<file path="config.mk">
export PLATFORM = sky130hd
export DESIGN_NAME = crossbar_out
export DESIGN_NICKNAME = d
export VERILOG_FILES = /design/src/rtl/crossbar_pkg.sv /design/src/rtl/crossbar_out_mux.sv /design/src/rtl/crossbar_out.sv
export SDC_FILE = /design/constraint.sdc
export NUM_CORES = 1
export LEC_CHECK = 0
export BUFFER_PORTS_ARGS = -buffer_cell sky130_fd_sc_hd__buf_2
export CORE_AREA = 2 2 113 115
export CTS_BUF_LIST = sky130_fd_sc_hd__clkbuf_8
export CTS_CLUSTER_DIAMETER = 100
export DETAILED_ROUTE_END_ITERATION = 6
export DIE_AREA = 0 0 115 117
export PLACE_DENSITY_LB_ADDON = 0.25
export SLEW_MARGIN = 10
export SYNTH_ARGS = -nofsm -noshare
export SYNTH_HDL_FRONTEND = slang
export SYNTH_SLANG_ARGS = --single-unit
</file>
<file path="constraint.sdc">
create_clock -name clk -period 1.7 [get_ports clk]
set_input_delay 0.085 -clock clk [delete_from_list [all_inputs] [get_ports clk]]
set_output_delay 0.085 -clock clk [all_outputs]
set_load 0.005 [all_outputs]
</file>
<file path="src/rtl/crossbar_pkg.sv">
// Shared crossbar defaults and types, used by both the request-side and
// response-side crossbars.
package crossbar_pkg;

    localparam int NUM_INPORT_DEF  = 4;
    localparam int NUM_OUTPORT_DEF = 4;
    localparam int WIDTH_DEF       = 32;

    typedef logic [NUM_INPORT_DEF-1:0] peid_t;
    typedef logic [WIDTH_DEF-1:0]      bank_data_t;

endpackage

</file>
<file path="src/rtl/crossbar_out_mux.sv">
// Per-PE response mux: picks the lowest bank that owns this PE for a read.
// Ports: owner (banks owning this PE), rd (per-bank read flag),
//        bank_data (per-bank SRAM data), rvalid, rdata (PE response).
module crossbar_out_mux
    import crossbar_pkg::*;
#(
    parameter int NUM_OUTPORT = NUM_OUTPORT_DEF,
    parameter int WIDTH       = WIDTH_DEF
) (
    input  logic [NUM_OUTPORT-1:0]            owner,
    input  logic [NUM_OUTPORT-1:0]            rd,
    input  logic [NUM_OUTPORT-1:0][WIDTH-1:0] bank_data,
    output logic                              rvalid,
    output logic [WIDTH-1:0]                  rdata
);

    always_comb begin
        rvalid = |owner;
        rdata  = '0;
        // Walk downwards so the lowest matching bank wins.
        for (int b = NUM_OUTPORT - 1; b >= 0; b--) begin
            if (owner[b] && rd[b]) begin
                rdata = bank_data[b];
            end
        end
    end

endmodule

</file>
<file path="src/rtl/crossbar_out.sv">
// Response-side crossbar: routes SRAM bank read data back to the PEs.
// Ports: clk, rst (async high), rden_i/wren_i (per-PE requests),
//        peID_i (per-bank one-hot grant), rdata_i (per-bank data),
//        gnt_o (comb grant), rvalid_o/rdata_o (responses), err_o (sticky).
// Macro CROSSBAR_OUT_REG_EN adds an output register (2-cycle latency).
module crossbar_out
    import crossbar_pkg::*;
#(
    parameter int NUM_INPORT  = NUM_INPORT_DEF,
    parameter int NUM_OUTPORT = NUM_OUTPORT_DEF,
    parameter int WIDTH       = WIDTH_DEF
) (
    input  logic                                 clk,
    input  logic                                 rst,
    input  logic [NUM_INPORT-1:0]                rden_i,
    input  logic [NUM_INPORT-1:0]                wren_i,
    input  logic [NUM_OUTPORT-1:0][NUM_INPORT-1:0] peID_i,
    input  logic [NUM_OUTPORT-1:0][WIDTH-1:0]    rdata_i,
    output logic [NUM_INPORT-1:0]                gnt_o,
    output logic [NUM_INPORT-1:0]                rvalid_o,
    output logic [NUM_INPORT-1:0][WIDTH-1:0]     rdata_o,
    output logic                                 err_o
);

    logic [NUM_OUTPORT-1:0][NUM_INPORT-1:0] owner_q;
    logic [NUM_OUTPORT-1:0]                 rd_q;
    logic [NUM_OUTPORT-1:0]                 rd_n;
    logic [NUM_INPORT-1:0][NUM_OUTPORT-1:0] owner_t;
    logic [NUM_INPORT-1:0]                  pe_seen;
    logic                                   bank_seen;
    logic                                   err_q;
    logic                                   err_n;
    logic [NUM_INPORT-1:0]                  mux_valid;
    logic [NUM_INPORT-1:0][WIDTH-1:0]       mux_data;

    // Grant OR-reduction, read flags and protocol checks in one pass.
    always_comb begin
        pe_seen   = '0;
        bank_seen = 1'b0;
        rd_n      = '0;
        err_n     = 1'b0;
        for (int b = 0; b < NUM_OUTPORT; b++) begin
            bank_seen = 1'b0;
            for (int p = 0; p < NUM_INPORT; p++) begin
                if (peID_i[b][p]) begin
                    if (bank_seen || pe_seen[p]) begin
                        err_n = 1'b1;
                    end
                    if (rden_i[p] == wren_i[p]) begin
                        err_n = 1'b1;
                    end
                    if (rden_i[p]) begin
                        rd_n[b] = 1'b1;
                    end
                    bank_seen  = 1'b1;
                    pe_seen[p] = 1'b1;
                end
            end
        end
    end

    assign gnt_o = pe_seen;
    assign err_o = err_q;

    always_ff @(posedge clk or posedge rst) begin
        if (rst) begin
            owner_q <= '0;
            rd_q    <= '0;
            err_q   <= 1'b0;
        end else begin
            owner_q <= peID_i;
            rd_q    <= rd_n;
            err_q   <= err_q | err_n;
        end
    end

    // Transpose so each PE mux sees its own column of bank owners.
    always_comb begin
        owner_t = '0;
        for (int p = 0; p < NUM_INPORT; p++) begin
            for (int b = 0; b < NUM_OUTPORT; b++) begin
                owner_t[p][b] = owner_q[b][p];
            end
        end
    end

    for (genvar p = 0; p < NUM_INPORT; p++) begin : g_pe
        crossbar_out_mux #(
            .NUM_OUTPORT (NUM_OUTPORT),
            .WIDTH       (WIDTH)
        ) u_mux (
            .owner     (owner_t[p]),
            .rd        (rd_q),
            .bank_data (rdata_i),
            .rvalid    (mux_valid[p]),
            .rdata     (mux_data[p])
        );
    end

`ifdef CROSSBAR_OUT_REG_EN
    logic [NUM_INPORT-1:0]            rvalid_q;
    logic [NUM_INPORT-1:0][WIDTH-1:0] rdata_q;

    always_ff @(posedge clk or posedge rst) begin
        if (rst) begin
            rvalid_q <= '0;
            rdata_q  <= '0;
        end else begin
            rvalid_q <= mux_valid;
            rdata_q  <= mux_data;
        end
    end

    assign rvalid_o = rvalid_q;
    assign rdata_o  = rdata_q;
`else
    assign rvalid_o = mux_valid;
    assign rdata_o  = mux_data;
`endif

endmodule

</file>
==> results.json <==
{
  "max_clock_freq_mhz": 519,
  "synth_edf_count": 0,
  "cap_violations": 0,
  "vdd_ir_drop_max_mv": 0.414,
  "drive_above_1_share": 0.438,
  "synth_top_cell_by_area": "a221oi_1",
  "rows": 41,
  "cts_buffer_depth": 2,
  "fin_util": 0.588,
  "synth.avg_cell_area_um2": 6.32,
  "cts_made_buffers": 3,
  "synth_area_um2": 4430,
  "slew_headroom": 0.504,
  "synth.distinct_cells": 34,
  "crit_chain": "and2_2, nor2_4, buf_4, clkbuf_16, a221oi_1, o31ai_1, buf_2",
  "syn_nets": 855,
  "cp.required_ns": 1.62,
  "crit_path_max_incr_delay_ns": 0.38,
  "yosysSeqAreaShare": 0.119,
  "path_max_fanout": 9,
  "setup_viol": 128,
  "drt_iter0_drc": 1338,
  "yosysWarnings": 0,
  "clk_pin_slew_ns": 0.07,
  "grt_setup_unrepaired": "true",
  "cts-root-buf": "clkbuf_8",
  "portBuffers": 290,
  "hold_slack_ns": 0.00478,
  "holdCritPathClass": "primary input to register",
  "status": "complete, but fails checks",
  "vias_per_cell": 6.65,
  "clkSinkCount": 21,
  "syn2layout_area_growth_pct": 63.2,
  "ys_ff_latch": 21,
  "fillers": 1163,
  "synth_top_area_share": 0.253,
  "finalMaxSlewViolations": 0,
  "synth.area.top_cells": "a221oi_1, o31ai_1, nand2_1",
  "grt_pass1_vias": 6546,
  "dieHeight_um": 117,
  "finalClockSkew_ns": 0,
  "grt_overflow_total": 0,
  "fp.coreArea_um2": 12300,
  "cp-start-kind": "register",
  "ant_nets": 0,
  "via_count": 7549,
  "drtPass1Iterations": 7,
  "place_congestion": 0.968,
  "initial_core_util": 0.360,
  "synth_most_common_cell": "nand2_1",
  "ys.flop_type": "dfrtp_1",
  "die_area_um2": 13500,
  "htree_levels": 1,
  "wl_um": 24400,
  "arrival_ns": 1.84,
  "grt_max_degree": 41,
  "path_class": "register to output port",
  "dp.final_hpwl_um": 16300,
  "async_flop_share": 1.00,
  "die_w_um": 115,
  "fin_crit_ns": 1.93,
  "power_density_nw_per_um2": 514,
  "setup_ws_ns": -0.228,
  "syn_inst": 701,
  "ioPinCount": 291,
  "grt_pass1_wl_um": 34700,
  "cts_tree": "yes",
  "violations": "design-rule violations, negative setup slack",
  "track_usage": 0.321,
  "n_antenna_cell": 0,
  "drcViolationCount": 1,
  "fin_nets": 1140,
  "cp-end-kind": "output port",
  "yosys-top-cells-count": "nand2_1, nor2_1, o31ai_1, a221oi_1, clkbuf_1",
  "cellLeakagePower_nw": 3.20,
  "antenna_found_initial": 0,
  "wl_per_cell_um": 21.5,
  "hold_viol": 0,
  "worst_slew_pin_slew_ns": 0.743,
  "final.period_utilization": 1.13,
  "clk_latency_ns": 0.25,
  "slowest_stage": "dfrtp_1"
}
## placed cells by master, fill, tap and decap left out, types with 4 or more instances in the layout
cell type,count
a221oi_1,90
buf_4,25
a22oi_1,9
nor2_1,130
buf_8,4
a221oi_2,35
nor2_4,4
and2_2,7
buf_6,11
nand2_1,141
or4_1,8
o31ai_2,10
buf_2,289
buf_12,27
dlygate4sd3_1,7
o31ai_1,119
and2_1,4
dfrtp_1,20
## registers in the layout (all words and copies together), names as in the netlist
signal   count
err_o        1
rd_q         4
owner_q     16
## cell families after synthesis
group	synth area share
AND/OR/NAND/NOR	0.283
AO/OA/AOI/OAI	0.509
buffers and inverters	0.0821
flip-flops	0.119
XOR/XNOR	0.00790
## path summary, 6_finish.rpt
| path | from | endpoint | slack, ns | cells after the start |
|---|---|---|---|---|
| setup reg to reg | err_o$_DFF_PP0_ | err_o$_DFF_PP0_ | 0.59 | 3 |
| setup / recovery | owner_q[10]$_DFF_PP0_ | rdata_o[89] | -0.23 | 7 |
| hold / removal | peID_i[10] | owner_q[10]$_DFF_PP0_ | 0.005 | 1 |
| max in group asynchronous | rst | rd_q[1]$_DFF_PP0_ | 0.70 | 3 |
| min in group asynchronous | rst | rd_q[0]$_DFF_PP0_ | 0.49 | 3 |
| hold reg to reg | err_o$_DFF_PP0_ | err_o$_DFF_PP0_ | 0.64 | 3 |
## critical path: cells and delay by family, from the launching register on
kind / cells / cell delay [ns]
AO/OA/AOI/OAI: 2 / 0.36
buffers and inverters: 3 / 0.49
AND/OR/NAND/NOR: 2 / 0.34
flip-flops: 1 / 0.38
## per-stage QoR
stage / instance area [um2] / worst slack [ns] / cells / power, mW / TNS [ns]
after detailed placement: 6290 / 0.0357 / 1095 / 2.98 / 0
after global placement: 6290 / 0.0504 / 1095 / 2.96 / 0
after floorplan: 4430 / 0.249 / 701 / 1.72 / 0
final: 7230 / -0.228 / 1135 / 3.72 / -14.28
after CTS: 6750 / -0.174 / 1125 / 3.46 / -12.50
after global routing: 7230 / -0.320 / 1135 / 3.94 / -26.20
## where the power goes
group          internal (mW)  leakage, nW  total (mW)  switching, mW
Sequential             0.527        0.237       0.550         0.0221
Clock                  0.163       0.0255       0.316          0.153
Combinational           1.29         2.94        2.85           1.56
Total                   1.98         3.20        3.72           1.74
## layout make-up
class / instances / area [um2] / area share
clock buffers: 3 / 41.3 / 0.00571
clock inverters: 1 / 5.00 / 0.000692
inverters: 1 / 3.75 / 0.000519
multi-input cells: 591 / 3910 / 0.541
flip-flops and latches: 21 / 527 / 0.0728
well taps: 150 / 188 / 0.0259
repair buffers: 368 / 2560 / 0.354
## what timing repair did
action	CTS	global route
pin swaps	6	24
setup buffers	15	9
endpoints found under the hold margin	27	0
gates resized for setup	25	68
setup endpoints to repair	128	129
cloned	4	3
hold buffers	7	0
## metal layers
| layer | part of all wire | vias to the layer above | global-route usage | wire, um |
|---|---|---|---|---|
| li1 | - | 3315 | - | - |
| met1 | 0.38 | 3457 | 0.426 | 9320 |
| met5 | 0 | - | 0 | 0 |
| met3 | 0.11 | 123 | 0.0376 | 2760 |
| met2 | 0.46 | 654 | 0.524 | 11300 |
| met4 | 0.042 | 0 | 0.149 | 1030 |
(Power assumes the default switching activity.)
